### config.mk
export PLATFORM = sky130hd
export DESIGN_NAME = ezusb_gpio_arbiter
export DESIGN_NICKNAME = d
export VERILOG_FILES = /design/src/rtl/ezusb_gpio_arbiter_pkg.sv /design/src/rtl/ezusb_gpio_arbiter_gpio_debounce.sv /design/src/rtl/ezusb_gpio_arbiter.sv
export SDC_FILE = /design/constraint.sdc
export NUM_CORES = 1
export LEC_CHECK = 0
export ABC_AREA = 1
export CORE_ASPECT_RATIO = 0.5
export CORE_UTILIZATION = 45
export CTS_CLUSTER_SIZE = 30
export DETAILED_ROUTE_END_ITERATION = 10
export PLACE_DENSITY_LB_ADDON = 0.12
export REMOVE_ABC_BUFFERS = 1
export SLEW_MARGIN = 20
export SYNTH_ARGS = -nofsm -noshare
export SYNTH_HDL_FRONTEND = slang
export SYNTH_SLANG_ARGS = --single-unit
### constraint.sdc
create_clock -name i_clk -period 3 [get_ports i_clk]
set_clock_uncertainty 0.15 [all_clocks]
set_input_delay 0.6 -clock i_clk [delete_from_list [all_inputs] [get_ports i_clk]]
set_output_delay 0.6 -clock i_clk [all_outputs]
set_load 0.01 [all_outputs]
### src/rtl/ezusb_gpio_arbiter_pkg.sv
// Shared types and constants for the EZ-USB GPIO arbiter and its input debouncer.
package ezusb_gpio_arbiter_pkg;

    localparam int GPIO_W = 4;

    localparam int NREQ_MIN      = 2;
    localparam int NREQ_MAX      = 8;
    localparam int PULSE_LEN_MIN = 3;
    localparam int GAP_LEN_MIN   = 1;
    localparam int DEBOUNCE_MIN  = 1;

    typedef enum logic [1:0] {
        ST_IDLE  = 2'd0,
        ST_DRIVE = 2'd1,
        ST_GAP   = 2'd2
    } state_t;

    // Bits needed to hold values 0..max_val.
    function automatic int cnt_width(input int max_val);
        if (max_val < 1) return 1;
        return $clog2(max_val + 1);
    endfunction

    function automatic bit params_ok(input int nreq, input int pulse_len,
                                     input int gap_len, input int debounce);
        return (nreq >= NREQ_MIN) && (nreq <= NREQ_MAX) &&
               (pulse_len >= PULSE_LEN_MIN) && (gap_len >= GAP_LEN_MIN) &&
               (debounce >= DEBOUNCE_MIN);
    endfunction

endpackage

### src/rtl/ezusb_gpio_arbiter_gpio_debounce.sv
// Per-bit input debouncer: the filtered bit flips after DEBOUNCE consecutive
// disagreeing samples, with a rise/fall pulse on the flip cycle.
module gpio_debounce
    import ezusb_gpio_arbiter_pkg::*;
#(
    parameter int W        = 4,
    parameter int DEBOUNCE = 8
) (
    input  logic         i_clk,
    input  logic         i_reset,
    input  logic [W-1:0] i_d,
    output logic [W-1:0] o_q,
    output logic [W-1:0] o_rise,
    output logic [W-1:0] o_fall
);

    localparam int CW = cnt_width(DEBOUNCE);
    localparam logic [CW-1:0] CNT_LAST = CW'(DEBOUNCE - 1);

    logic [CW-1:0] r_cnt [W];
    logic [W-1:0]  r_q;
    logic [W-1:0]  r_rise;
    logic [W-1:0]  r_fall;

    always_ff @(posedge i_clk) begin
        if (i_reset) begin
            r_q    <= '0;
            r_rise <= '0;
            r_fall <= '0;
            for (int b = 0; b < W; b++) r_cnt[b] <= '0;
        end else begin
            for (int b = 0; b < W; b++) begin
                r_rise[b] <= 1'b0;
                r_fall[b] <= 1'b0;
                if (i_d[b] == r_q[b]) begin
                    r_cnt[b] <= '0;
                end else if (r_cnt[b] == CNT_LAST) begin
                    // Counter stops at DEBOUNCE-1, so it can never wrap.
                    r_cnt[b]  <= '0;
                    r_q[b]    <= i_d[b];
                    r_rise[b] <= i_d[b];
                    r_fall[b] <= ~i_d[b];
                end else begin
                    r_cnt[b] <= r_cnt[b] + CW'(1);
                end
            end
        end
    end

    assign o_q    = r_q;
    assign o_rise = r_rise;
    assign o_fall = r_fall;

endmodule

### src/rtl/ezusb_gpio_arbiter.sv
// Round-robin arbiter driving timed 4-bit pulses onto the wired-or GPIO
// outputs with readback check, plus debounced input events.
//
// state    | meaning
// ST_IDLE  | outputs released, waiting for a request
// ST_DRIVE | granted pattern driven for PULSE_LEN cycles
// ST_GAP   | outputs released for GAP_LEN cycles after done
module ezusb_gpio_arbiter
    import ezusb_gpio_arbiter_pkg::*;
#(
    parameter int NREQ      = 4,
    parameter int PULSE_LEN = 16,
    parameter int GAP_LEN   = 4,
    parameter int DEBOUNCE  = 8
) (
    input  logic                     i_clk,
    input  logic                     i_reset,
    input  logic [GPIO_W-1:0]        i_gpio_in,
    output logic [GPIO_W-1:0]        o_gpio_out,
    input  logic [NREQ-1:0]          i_req,
    input  logic [GPIO_W*NREQ-1:0]   i_pattern,
    output logic [NREQ-1:0]          o_gnt,
    output logic [NREQ-1:0]          o_done,
    output logic                     o_err,
    output logic [GPIO_W-1:0]        o_err_mask,
    output logic                     o_busy,
    output logic [GPIO_W-1:0]        o_in_filt,
    output logic [GPIO_W-1:0]        o_rise,
    output logic [GPIO_W-1:0]        o_fall
);

    localparam int PTR_W = $clog2(NREQ);
    localparam int TMR_W = cnt_width((PULSE_LEN > GAP_LEN) ? PULSE_LEN : GAP_LEN);

    if (!params_ok(NREQ, PULSE_LEN, GAP_LEN, DEBOUNCE)) begin : g_param_check
        $error("ezusb_gpio_arbiter: illegal parameter combination");
    end

    state_t              r_state;
    logic [PTR_W-1:0]    r_ptr;
    logic [PTR_W-1:0]    r_sel;
    logic [TMR_W-1:0]    r_tmr;
    logic [GPIO_W-1:0]   r_pat;
    logic [GPIO_W-1:0]   r_gpio_out;
    logic [NREQ-1:0]     r_gnt;
    logic [NREQ-1:0]     r_done;
    logic                r_err;
    logic [GPIO_W-1:0]   r_err_mask;

    state_t              w_state_nxt;
    logic [PTR_W-1:0]    w_ptr_nxt;
    logic [PTR_W-1:0]    w_sel_nxt;
    logic [TMR_W-1:0]    w_tmr_nxt;
    logic [GPIO_W-1:0]   w_pat_nxt;
    logic [GPIO_W-1:0]   w_gpio_out_nxt;
    logic [NREQ-1:0]     w_gnt_nxt;
    logic [NREQ-1:0]     w_done_nxt;
    logic                w_err_nxt;
    logic [GPIO_W-1:0]   w_err_mask_nxt;

    logic                w_found;
    logic [PTR_W-1:0]    w_idx;
    logic [PTR_W-1:0]    w_sel;
    logic [PTR_W-1:0]    w_sel_inc;
    logic [GPIO_W-1:0]   w_pat_sel;
    logic [GPIO_W-1:0]   w_fail;

    // First requester at or after the pointer, wrapping at NREQ.
    always_comb begin
        w_found = 1'b0;
        w_sel   = '0;
        w_idx   = '0;
        for (int k = 0; k < NREQ; k++) begin
            w_idx = PTR_W'((int'(r_ptr) + k) % NREQ);
            if (!w_found && i_req[w_idx]) begin
                w_found = 1'b1;
                w_sel   = w_idx;
            end
        end
    end

    always_comb begin
        w_pat_sel = '0;
        for (int k = 0; k < NREQ; k++) begin
            if (w_sel == PTR_W'(k)) w_pat_sel = i_pattern[k*GPIO_W +: GPIO_W];
        end
    end

    assign w_sel_inc = PTR_W'((int'(w_sel) + 1) % NREQ);
    // Only pattern bits are checked; host-driven extra bits are not errors.
    assign w_fail    = r_pat & ~i_gpio_in;

    always_comb begin
        w_state_nxt    = r_state;
        w_ptr_nxt      = r_ptr;
        w_sel_nxt      = r_sel;
        w_tmr_nxt      = r_tmr;
        w_pat_nxt      = r_pat;
        w_gpio_out_nxt = '0;
        w_gnt_nxt      = '0;
        w_done_nxt     = '0;
        w_err_nxt      = 1'b0;
        w_err_mask_nxt = r_err_mask;
        case (r_state)
            ST_IDLE: begin
                if (w_found) begin
                    w_state_nxt    = ST_DRIVE;
                    w_ptr_nxt      = w_sel_inc;
                    w_sel_nxt      = w_sel;
                    w_tmr_nxt      = TMR_W'(PULSE_LEN - 1);
                    w_pat_nxt      = w_pat_sel;
                    w_gpio_out_nxt = w_pat_sel;
                    w_gnt_nxt      = NREQ'(1) << w_sel;
                end
            end
            ST_DRIVE: begin
                if (r_tmr == '0) begin
                    w_state_nxt    = ST_GAP;
                    w_tmr_nxt      = TMR_W'(GAP_LEN - 1);
                    w_done_nxt     = NREQ'(1) << r_sel;
                    w_err_nxt      = |w_fail;
                    w_err_mask_nxt = w_fail;
                end else begin
                    w_tmr_nxt      = r_tmr - TMR_W'(1);
                    w_gpio_out_nxt = r_pat;
                end
            end
            ST_GAP: begin
                if (r_tmr == '0) w_state_nxt = ST_IDLE;
                else             w_tmr_nxt   = r_tmr - TMR_W'(1);
            end
            default: w_state_nxt = ST_IDLE;
        endcase
    end

    always_ff @(posedge i_clk) begin
        if (i_reset) begin
            r_state    <= ST_IDLE;
            r_ptr      <= '0;
            r_sel      <= '0;
            r_tmr      <= '0;
            r_pat      <= '0;
            r_gpio_out <= '0;
            r_gnt      <= '0;
            r_done     <= '0;
            r_err      <= 1'b0;
            r_err_mask <= '0;
        end else begin
            r_state    <= w_state_nxt;
            r_ptr      <= w_ptr_nxt;
            r_sel      <= w_sel_nxt;
            r_tmr      <= w_tmr_nxt;
            r_pat      <= w_pat_nxt;
            r_gpio_out <= w_gpio_out_nxt;
            r_gnt      <= w_gnt_nxt;
            r_done     <= w_done_nxt;
            r_err      <= w_err_nxt;
            r_err_mask <= w_err_mask_nxt;
        end
    end

    assign o_gpio_out = r_gpio_out;
    assign o_gnt      = r_gnt;
    assign o_done     = r_done;
    assign o_err      = r_err;
    assign o_err_mask = r_err_mask;
    assign o_busy     = (r_state != ST_IDLE);

    gpio_debounce #(
        .W        (GPIO_W),
        .DEBOUNCE (DEBOUNCE)
    ) u_debounce (
        .i_clk   (i_clk),
        .i_reset (i_reset),
        .i_d     (i_gpio_in),
        .o_q     (o_in_filt),
        .o_rise  (o_rise),
        .o_fall  (o_fall)
    );

endmodule

==> impl_metrics.yaml <==
logic_synthesis:
  ys_warn_count: 0
  synth_edf_count: 16
  synth_common_cells: "nand2_1 (71), dfxtp_1 (44), a21oi_1 (35), inv_1 (35), nor2_1 (35)"
  synth_top_area_cell: "dfxtp_1"
  synthCells: 355
  synth_top_area_share_pct: 29.8
  ys_seq_elements: 60
  yosysMostFrequentCell: "nand2_1"
  avgSynthCellArea_um2: 8.34
  synth-main-ff-cell: "dfxtp_1"
  synth_async_sr_flop_share_pct: 0
  yosys-top-cells-area: "dfxtp_1 (30%), edfxtp_1 (16%), nand2_1 (9.0%)"
  synth_area_um2: 2960
  ys_seq_area_share_pct: 46.0
  synth_cell_types: 36
sta:
  fin_crit_ns: 2.68
  setup_viol: 0
  tightest_slew_ns: 0.579
  fin_tns_setup_ns: 0
  rsz0062_at_grt: "no"
  final-hold-violation-count: 0
  max_clock_freq_ghz: 0.373
  slew_headroom_pct: 61.0
  drv_slew: 0
  period_share_pct: 89.5
power_and_ir_drop:
  p_leak_nw: 1.69
  peakVddDrop_mv: 0.359
  pwr-share-clk_pct: 26.9
  pwr-share-seq_pct: 27.3
  sw_frac_of_total_pct: 39.1
  powerDensity_nw_per_um2: 987
  p_int_mw: 2.40
  comb_power_share_pct: 45.8
  switchingPower_mw: 1.54
floorplan:
  io_pins: 56
  die_x_um: 117
  rows: 20
  dieArea_um2: 6920
  core_um2: 6210
  initial_core_util_pct: 47.7
  die_y_um: 59.3
placement:
  placed_area_um2: 3680
  dpl.hpwl_um: 4770
  gp_congestion: 0.841
  portBuffers: 55
drt:
  avgRoutedWirePerCell_um: 11.7
  drt_iter0_markers: 84
  ant_nets: 0
  firstDrtPassIters: 4
  vias_per_cell: 4.82
  drt-total-wl_um: 6210
  via_count: 2555
  route.detailed.drc: 0
clocking:
  cts_buffer_depth: 2
  clkSlewWorstSetupHoldPaths_ns: 0.05
  cts.sinks: 60
  cts_max_level: 3
  worstSkewPairLatency_ns: 0.32
  cts-root-buf: "clkbuf_16"
  cts_resized: 0
  cts_setup_buffers: 0
  cts_tree: "yes"
  cts_hold_buffers: 0
  cts_buffers: 9
critical_path:
  crit_top_cell: "nand2_1"
  criticalPathCategory: "in -> reg"
  path_cells: "clkdlybuf4s50_1 -> nand2_1 -> nand2_1 -> nand2_1 -> nand2_4 -> inv_1 -> a21oi_1 -> nand2_1 -> nand2_2 -> inv_2 -> ha_1 -> inv_1 -> nand2_1 -> o211ai_1 -> a21oi_1 -> nand2_1 -> a21oi_1"
  critical-path-max-stage-delay_ns: 0.49
  critPathMaxFanout: 8
  cp-start-kind: "input pin"
  slowest_stage: "clkdlybuf4s50_1"
  end_kind: "register"
  cp.arrival_ns: 2.71
  required_ns: 3.02
  cp_top_family: "buffers and inverters"
  worst-path-buf-inv: 4
grt:
  antenna_found_initial: 0
  grt_pass1_wl_um: 10200
  grt_pass1_vias: 2366
  grt_use_total_pct: 19.6
  grt_max_degree: 23
  grt_overflow_total: 0
layout:
  area_growth_pct: 34.9
  diodes: 0
  finalInstanceArea_um2: 3990
  drive_gt1_share_pct: 11.5
  nNetsFinal: 475
  fillers: 547
min_path:
  hp-class: "reg -> reg"
job:
  cap_viol_max_count: 0
outcome:
  status: "completed"
[routing by layer]
layer | vias up | GRT usage, % | routed length [um]
li1 | 1325 | - | -
met2 | 45 | 35.2 | 2980
met5 | - | 0 | 0
met4 | 0 | 5.97 | 57
met3 | 6 | 6.13 | 298
met1 | 1179 | 22.8 | 2870
[state kept, by name, summed over array words and instances, names as in the netlist, 4 cells and up]
register and flops:
o_gnt 4, u_debounce.o_rise 4, o_gpio_out 4, o_err_mask 4, u_debounce.o_fall 4, r_pat 4
o_done 4, u_debounce.r_cnt 16, u_debounce.o_q 4, r_tmr 5
[cells in the final DEF, fill, tap and decap left out, types with 7 or more instances in the layout]
cell type	n
nand2_1	71
clkdlybuf4s50_1	55
dfxtp_1	44
inv_1	35
nor2_1	35
a21oi_1	35
nand3_1	19
edfxtp_1	16
conb_1	16
o21ai_0	13
ha_1	12
nand2_2	10
clkbuf_16	9
o211ai_1	8
nor4_1	8
xor2_1	7
[path summary, 6_finish.rpt]
check	startpoint	to	slack (ns)	depth (start not counted)
hold reg to reg	r_sel[0]	o_done[0]	0.32	1
setup / recovery	i_req[1]	o_gpio_out[0]	0.32	17
setup reg to reg	r_ptr[0]	o_gpio_out[0]	0.37	15
hold / removal	r_sel[0]	o_done[0]	0.32	1
[kinds of logic (layout without fill, tap and decap cells)]
logic type               Yosys count  count (layout)  share of synthesized area [%]
other                              1              16                          0.127
AO/OA/AOI/OAI                     61              61                           11.3
flip-flops                        60              60                           46.0
adder cells (fa/ha/maj)           12              12                           5.07
XOR/XNOR                          10              10                           2.96
buffers and inverters             46             118                           6.51
AND/OR/NAND/NOR                  165             165                           28.0
[area by class of cell]
| cell class | instances | area (um2) | area share (%) |
|---|---|---|---|
| Timing Repair Buffer | 60 | 588 | 14.7 |
| Inverter | 42 | 160 | 4.01 |
| Multi-Input combinational cell | 264 | 1460 | 36.6 |
| Sequential cell | 60 | 1360 | 34.1 |
| Clock buffer | 11 | 233 | 5.83 |
| Tap cell | 88 | 110 | 2.76 |
| Clock inverter | 5 | 77.6 | 1.94 |
[power groups by stage]
stage          clock [mW]  sequential (mW)  combinational, mW
3_3_place_gp            0             1.08               1.76
4_1_cts              1.08             1.07               1.81
3_5_place_dp            0             1.09               1.79
2_1_floorplan           0             1.10               1.30
5_1_grt              1.11             1.09               2.03
6_report             1.06             1.08               1.81
[worst reg2reg max path: cells and delay by family, from the launching register on]
kind	cells	cell delay, ns
AND/OR/NAND/NOR	9	0.91
flip-flops	1	0.49
AO/OA/AOI/OAI	3	0.40
buffers and inverters	2	0.31
adder cells (fa/ha/maj)	1	0.28
[through the flow]
step	setup slack, ns	total power, mW	util, %	instances	hold slack, ns
after floorplan	0.639	2.40	-	366	0.276
after global placement	0.0610	2.84	59.3	514	0.305
after detailed placement	0.00694	2.88	59.3	514	0.310
after CTS	0.328	3.96	64.3	530	0.325
after global routing	0.0899	4.23	64.3	530	0.352
final	0.316	3.94	64.3	530	0.321
Power figures use the tool's default switching activity.
